**src/rtl/line_addr_sequencer.sv**
```systemverilog
// line_addr_sequencer
//   Rebuilds a full memory address from a cache line's tag and index, then
//   issues the per-beat addresses of one line transfer to the memory side
//   over a valid/ready handshake. Fills start at the critical word and wrap
//   around the line; writebacks run in ascending order from beat 0.
//
// Ports
//   clk, rst_n        clock, asynchronous active-low reset
//   req_valid/ready   request handshake from the cache controller
//   req_wb            1 = writeback, 0 = fill
//   req_tag/index     line identity
//   req_byte_select   requested byte offset (critical word for fills)
//   mem_valid/ready   beat handshake to the memory bus model
//   mem_addr          beat-aligned byte address
//   mem_we            latched req_wb
//   mem_beat          beat number within the line
//   mem_last          final beat of the transfer
//   done              one-cycle pulse after the final beat handshake
module line_addr_sequencer #(
  parameter int i_size     = 64,
  parameter int d_size     = 6,
  parameter int c_size     = 14,
  parameter int a_size     = 8,
  parameter int beat_bytes = 8,
  localparam int index_bits = c_size - $clog2(a_size) - d_size,
  localparam int tag_bits   = i_size - index_bits - d_size,
  localparam int beats      = (2 ** d_size) / beat_bytes,
  localparam int bb         = $clog2(beat_bytes),
  localparam int bw         = (beats > 1) ? $clog2(beats) : 1
) (
  input  logic                  clk,
  input  logic                  rst_n,
  input  logic                  req_valid,
  output logic                  req_ready,
  input  logic                  req_wb,
  input  logic [tag_bits-1:0]   req_tag,
  input  logic [index_bits-1:0] req_index,
  input  logic [d_size-1:0]     req_byte_select,
  output logic                  mem_valid,
  input  logic                  mem_ready,
  output logic [i_size-1:0]     mem_addr,
  output logic                  mem_we,
  output logic [bw-1:0]         mem_beat,
  output logic                  mem_last,
  output logic                  done
);

  typedef enum logic [1:0] {IDLE, ISSUE, DONE} state_t;

  localparam logic [bw-1:0] last_cnt = bw'(beats - 1);

  state_t                  state_q, state_d;
  logic [tag_bits-1:0]     tag_q, tag_d;
  logic [index_bits-1:0]   index_q, index_d;
  logic                    we_q, we_d;
  logic [bw-1:0]           beat_q, beat_d;
  logic [bw-1:0]           cnt_q, cnt_d;
  logic                    ready_q, ready_d;
  logic                    valid_q, valid_d;
  logic                    last_q, last_d;
  logic                    done_q, done_d;

  logic [bw-1:0]           start_fill;
  logic [bw-1:0]           beat_inc;
  logic [bw-1:0]           cnt_inc;
  logic [i_size-1:0]       line_base;
  logic                    unused_bsel;

  // Critical beat of a fill: the byte offset with its within-beat bits dropped.
  // With a single beat per line there is nothing to select.
  generate
    if (beats > 1) begin : g_multi_beat
      assign start_fill = req_byte_select[d_size-1:bb];
    end else begin : g_single_beat
      assign start_fill = '0;
    end
  endgenerate

  // The within-beat offset bits are intentionally ignored.
  assign unused_bsel = ^req_byte_select;

  // Beat counter wraps modulo the line length (beats is a power of two).
  assign beat_inc = (beats == 1) ? '0 : beat_q + bw'(1);
  assign cnt_inc  = cnt_q + bw'(1);

  always_comb begin
    state_d = state_q;
    tag_d   = tag_q;
    index_d = index_q;
    we_d    = we_q;
    beat_d  = beat_q;
    cnt_d   = cnt_q;
    ready_d = ready_q;
    valid_d = valid_q;
    last_d  = last_q;
    done_d  = 1'b0;
    case (state_q)
      IDLE: begin
        ready_d = 1'b1;
        valid_d = 1'b0;
        if (req_valid && ready_q) begin
          tag_d   = req_tag;
          index_d = req_index;
          we_d    = req_wb;
          beat_d  = req_wb ? '0 : start_fill;
          cnt_d   = '0;
          ready_d = 1'b0;
          valid_d = 1'b1;
          last_d  = (last_cnt == '0);
          state_d = ISSUE;
        end
      end
      ISSUE: begin
        if (valid_q && mem_ready) begin
          beat_d = beat_inc;
          cnt_d  = cnt_inc;
          if (last_q) begin
            valid_d = 1'b0;
            last_d  = 1'b0;
            done_d  = 1'b1;
            state_d = DONE;
          end else begin
            last_d = (cnt_inc == last_cnt);
          end
        end
      end
      DONE: begin
        // done_q is high during this state; the next request is taken in IDLE.
        ready_d = 1'b1;
        state_d = IDLE;
      end
      default: begin
        ready_d = 1'b1;
        valid_d = 1'b0;
        last_d  = 1'b0;
        state_d = IDLE;
      end
    endcase
  end

  always_ff @(posedge clk or negedge rst_n) begin
    if (!rst_n) begin
      state_q <= IDLE;
      tag_q   <= '0;
      index_q <= '0;
      we_q    <= 1'b0;
      beat_q  <= '0;
      cnt_q   <= '0;
      ready_q <= 1'b1;
      valid_q <= 1'b0;
      last_q  <= 1'b0;
      done_q  <= 1'b0;
    end else begin
      state_q <= state_d;
      tag_q   <= tag_d;
      index_q <= index_d;
      we_q    <= we_d;
      beat_q  <= beat_d;
      cnt_q   <= cnt_d;
      ready_q <= ready_d;
      valid_q <= valid_d;
      last_q  <= last_d;
      done_q  <= done_d;
    end
  end

  // Line base has zero offset bits, so OR-ing in the beat offset never carries.
  assign line_base = {tag_q, index_q, {d_size{1'b0}}};
  assign mem_addr  = line_base | (i_size'(beat_q) << bb);

  assign req_ready = ready_q;
  assign mem_valid = valid_q;
  assign mem_we    = we_q;
  assign mem_beat  = beat_q;
  assign mem_last  = last_q;
  assign done      = done_q;

endmodule

```
**config.mk**
```make
export PLATFORM = sky130hd
export DESIGN_NAME = line_addr_sequencer
export DESIGN_NICKNAME = d
export VERILOG_FILES = /design/src/rtl/line_addr_sequencer.sv
export SDC_FILE = /design/constraint.sdc
export NUM_CORES = 1
export LEC_CHECK = 0
export CAP_MARGIN = 15
export CORE_MARGIN = 2
export CORE_UTILIZATION = 36
export CTS_BUF_LIST = sky130_fd_sc_hd__clkbuf_16
export DETAILED_ROUTE_END_ITERATION = 10
export GPL_ROUTABILITY_DRIVEN = 0
export PLACE_DENSITY = 0.75
export SETUP_SLACK_MARGIN = 0.02
export SLEW_MARGIN = 5
export SYNTH_ARGS = -nofsm -noshare
export SYNTH_HDL_FRONTEND = slang
export SYNTH_SLANG_ARGS = --single-unit
```
**constraint.sdc**
```tcl
create_clock -name clk -period 1.3 [get_ports clk]
set_clock_uncertainty 0.1 [all_clocks]
set_input_delay 0.13 -clock clk [delete_from_list [all_inputs] [get_ports clk]]
set_output_delay 0.13 -clock clk [all_outputs]
set_load 0.02 [all_outputs]
```
Word level (Yosys, flattened, before mapping)

Index checks and enable logic that the tools add are counted.

$add $sub $neg: 2
Equality and inequality tests: 6
Muxes and demuxes: 24
Bitwise logic cells: 2
Reduce and logical (&&, ||, !) cells: 9

Operators by type and width:

| cell                                                 | number |
|---|---|
| OR 64 x 6 -> 64 bit                                  | 1 |
| two-way mux 3 bit                                    | 5 |
| case mux 3 bit (2 select lines)                      | 2 |
| AND reduction 3 bit                                  | 4 |
| two-way mux 1 bit                                    | 10 |
| adder 3 x 1 -> 3 bit (second input constant)         | 2 |
| two-way mux 2 bit                                    | 3 |
| inequality test 2 bit (second input constant)        | 3 |
| case mux 1 bit (3 select lines)                      | 2 |
| case mux 2 bit (2 select lines)                      | 1 |
| equality test 3 bit (second input constant)          | 1 |
| equality test 2 x 1 -> 1 bit (second input constant) | 1 |
| equality test 2 bit (second input constant)          | 1 |
| logical AND 1 bit                                    | 2 |
| zero test 2 bit                                      | 1 |
| case mux 1 bit (2 select lines)                      | 1 |
| AND reduction 2 bit                                  | 1 |
| nonzero test 2 bit                                   | 1 |
| NOT 1 bit                                            | 1 |

Register bits: 71
Bits of input ports: 69
Word-level logic and storage cells: 53

Depth between registers and ports, before layout

Word-level depth: 5
Depth in mapped cells: 6
Gate-level depth less buffers: 4

Worst setup path after synthesis

OpenSTA, ideal clock, no wires.

Path kind: reg2reg
Start: register ready_q (netlist: req_ready)
End: register beat_q[0] (netlist: mem_beat[0])
Setup time: 133 ps
Data arrival time: 1155 ps
Required time: 1067 ps
Path slack: -88 ps
Stages on the path, launching flop included: 5
Buffers on the path: 1
Clock period less this slack: 1388 ps
Path through: dfstp_2 > nand4bb_1 > buf_2 > o211ai_1 > o31ai_2

Word-level cells in the longest chain between the ends: 3

Ends and longest elaborated chain:

| what                                   | line | text |
|---|---|---|
| start: declaration                     | 58   | `logic ready_q, ready_d;` |
| start signal: assignment               | 160  | `ready_q <= ready_d;` |
| logical AND 1 bit                      | 101  | `if (req_valid && ready_q) begin` |
| inequality test 2 bit (no source line) | n/a  |  |
| AND reduction 3 bit (no source line)   | n/a  |  |
| end signal: assignment                 | 158  | `beat_q <= beat_d;` |
| end: declaration                       | 56   | `logic [bw-1:0] beat_q, beat_d;` |

No other way between the ends.
A chain may end at the register's enable or synchronous reset.

Final worst setup path

Start: register ready_q (netlist: req_ready)
End: register tag_q[26]

Word-level cells in the longest chain between the ends: 2

Ends and longest elaborated chain:

| what                                 | line | text |
|---|---|---|
| logical AND 1 bit                    | 101  |  |
| AND reduction 2 bit (no source line) | n/a  |  |
| end signal: assignment               | 155  | `tag_q <= tag_d;` |
| end: declaration                     | 53   | `logic [tag_bits-1:0] tag_q, tag_d;` |

No other way between the ends.

==> flow_summary.json <==
{
  "yosys_warnings": 0,
  "area_delta_synth_final_pct": 85.8,
  "dieArea_mm2": 0.00878,
  "die_h_um": 93.7,
  "setup_viol": 69,
  "critPathLaunchType": "flop",
  "avgSynthCellArea_um2": 9.28,
  "start_util_pct": 37.3,
  "period_needed_ns": 1.54,
  "crit_path_max_incr_delay_ns": 0.57,
  "drv_slew": 0,
  "crit_arrival_ns": 1.65,
  "fmax_mhz": 650,
  "hold_path_class": "in -> async",
  "path_buf_inv": 3,
  "async_reset_ff_share_pct": 100,
  "nets": 561,
  "drtIter0Drc": 111,
  "die_width_um": 93.7,
  "slowest_stage": "dfstp_2",
  "r2r_setup_slack_ns": -0.24,
  "hold_viol": 0,
  "ys_ff_latch": 71,
  "worst_ep_required_time_ns": 1.41,
  "fill_cells": 599,
  "synth_area_leaders": "dfrtp_1 61%, nand2_1 23%, buf_4 2.9%",
  "hpwl_um": 5380,
  "fin_crit_sh_pct": 118,
  "track_usage_pct": 21.3,
  "multi_input_area_mm2": 0.00116,
  "ys_seq_area_share_pct": 61.4,
  "use_met2_pct": 36.5,
  "path_max_fanout": 8,
  "syn-cell-area_mm2": 0.00290,
  "met1_usage_pct": 26.7,
  "end_kind": "flop",
  "cts_buffers": 9,
  "h-tree-depth": 3,
  "drc": 0,
  "rsz0062_at_grt": "yes",
  "grt_pass1_vias": 2884,
  "dr.pass1.iters": 4,
  "final_core_util_pct": 69.3,
  "viasPerCell": 4.78,
  "p_leak_nw": 2.70,
  "io_buffers": 134,
  "crit_family": "flip-flops",
  "synthCells": 312,
  "core_region_area_mm2": 0.00777,
  "whs_ns": 0.112,
  "peakVddDrop_uv": 1060,
  "grt_overflow": 0,
  "synth_flop_cell": "dfrtp_1",
  "rows": 32,
  "synth-edff-count": 0,
  "clk_latency_ns": 0.32,
  "path_class": "reg -> reg",
  "regArea_mm2": 0.00178,
  "clockBufferDepth": 2,
  "io_pins": 141,
  "clk_root_buffer_cell": "clkbuf_16",
  "powerDensity_mw_per_mm2": 2260,
  "path_clk_slew_ns": 0.06,
  "grt_pass1_wl_um": 14400,
  "synth_cell_types": 31,
  "dr_total_vias": 2851,
  "clkSinkCount": 71,
  "violations": "negative setup slack",
  "routed_wl_um": 9270,
  "antenna_left": 0,
  "outcome": "finished with violations",
  "drive_gt1_share_pct": 27.1,
  "dp_slack_ns": -0.352,
  "synth_top_area_share_pct": 60.5,
  "maxCapViolCount": 0,
  "gr-usage-met3_pct": 4.74,
  "grt-busiest-layer": "met2",
  "cts_tree": "built",
  "antenna_cells": 0,
  "crit_path_frequent_cell": "nand2_1",
  "yosysTopAreaCell": "dfrtp_1",
  "wl_per_cell_um": 15.5,
  "crit_chain": "nand4bb_4, buf_4, buf_6, buf_16, nand2_1, nand2_1",
  "setup_ws_ns": -0.239,
  "antenna_found_initial": 0,
  "grt_max_degree": 35
}
[report_power, final]
part / switching, mW / internal [mW]
clock: 0.901 / 1.66
combinational: 3.02 / 2.67
sequential: 0.701 / 3.23
total: 4.62 / 7.56
[stage by stage]
step | power [mW] | instances | area (um2) | TNS, ns
floorplan | 6.42 | 314 | 2920 | -3.83
global placement | 8.97 | 549 | 4450 | -18.05
detailed placement | 9.13 | 549 | 4450 | -20.38
CTS | 11.7 | 587 | 5180 | -8.92
global route | 12.9 | 596 | 5380 | -15.24
finish | 12.2 | 596 | 5380 | -11.71
[metal layers]
metal | share of wire [%] | vias to the layer above
met1 | 40 | 1407
met5 | 0 | -
met4 | 0.94 | 0
met3 | 5.9 | 10
li1 | - | 1332
met2 | 53 | 102
[synthesized netlist by cell type (2+ instances only)]
cell	instances
o21ai_0	3
nand2_1	177
ha_1	3
buf_4	11
nand3_1	2
dfrtp_1	70
a211oi_1	2
a21oi_1	4
a21o_1	2
nor2_1	4
nor3_2	2
buf_6	2
inv_1	5
mux2i_1	2
buf_2	7
[worst paths after layout]
path | cells past startpoint | from | to
min | 2 | rst_n | tag_q[9]$_DFFE_PN0P_
max | 6 | req_ready$_DFFE_PN1N_ | tag_q[26]$_DFFE_PN0P_
min in group clk | 3 | req_tag[0] | tag_q[0]$_DFFE_PN0P_
min reg2reg | 2 | tag_q[32]$_DFFE_PN0P_ | tag_q[32]$_DFFE_PN0P_
max reg2reg | 6 | req_ready$_DFFE_PN1N_ | tag_q[26]$_DFFE_PN0P_
max in group asynchronous | 3 | rst_n | req_ready$_DFFE_PN1N_
[state kept, by name (all words and copies together), names as in the netlist]
register and cells:
mem_beat 3, mem_valid 1, state_q 2, done 1
mem_last 1, mem_we 1, index_q 5, tag_q 53
cnt_q 3, req_ready 1
[layout make-up]
type | instances | area share [%]
timing repair buffer | 185 | 36.7
sequential | 71 | 33.1
multi-input combinational | 217 | 21.7
clock buffer | 9 | 4.19
tap | 102 | 2.37
clock inverter | 7 | 1.65
inverter | 5 | 0.349
[repair_timing]
action / in CTS / in global routing
endpoints found under the setup margin: 139 / 110
buffers inserted: 11 / 13
cloned: 10 / 1
hold endpoints to repair: 70 / 0
pin swaps: 28 / 23
hold buffers: 1 / 0
gates resized for setup: 127 / 100
[layout by cell type, fill, tap and decap left out, types with 6 or more instances in the layout]
master	Yosys	layout
dfrtp_1	70	67
nand2_2	0	27
clkdlybuf4s50_1	0	64
nand2_1	177	140
buf_16	0	10
nand2_4	0	10
dlygate4sd2_1	0	21
clkbuf_2	0	10
buf_12	0	6
clkbuf_16	0	10
buf_4	11	26
inv_1	5	6
clkdlybuf4s15_1	0	32
buf_6	2	7
[kinds of logic after synthesis]
group	count (synthesis)	share of synthesized area (%)
AND/OR/NAND/NOR	191	26.4
flip-flops	71	61.4
buffers and inverters	26	5.62
adder cells (fa/ha/maj)	3	1.30
multiplexers	2	0.691
XOR/XNOR	1	0.303
other	1	0.130
AO/OA/AOI/OAI	17	4.15
Power figures use the tool's default switching activity.
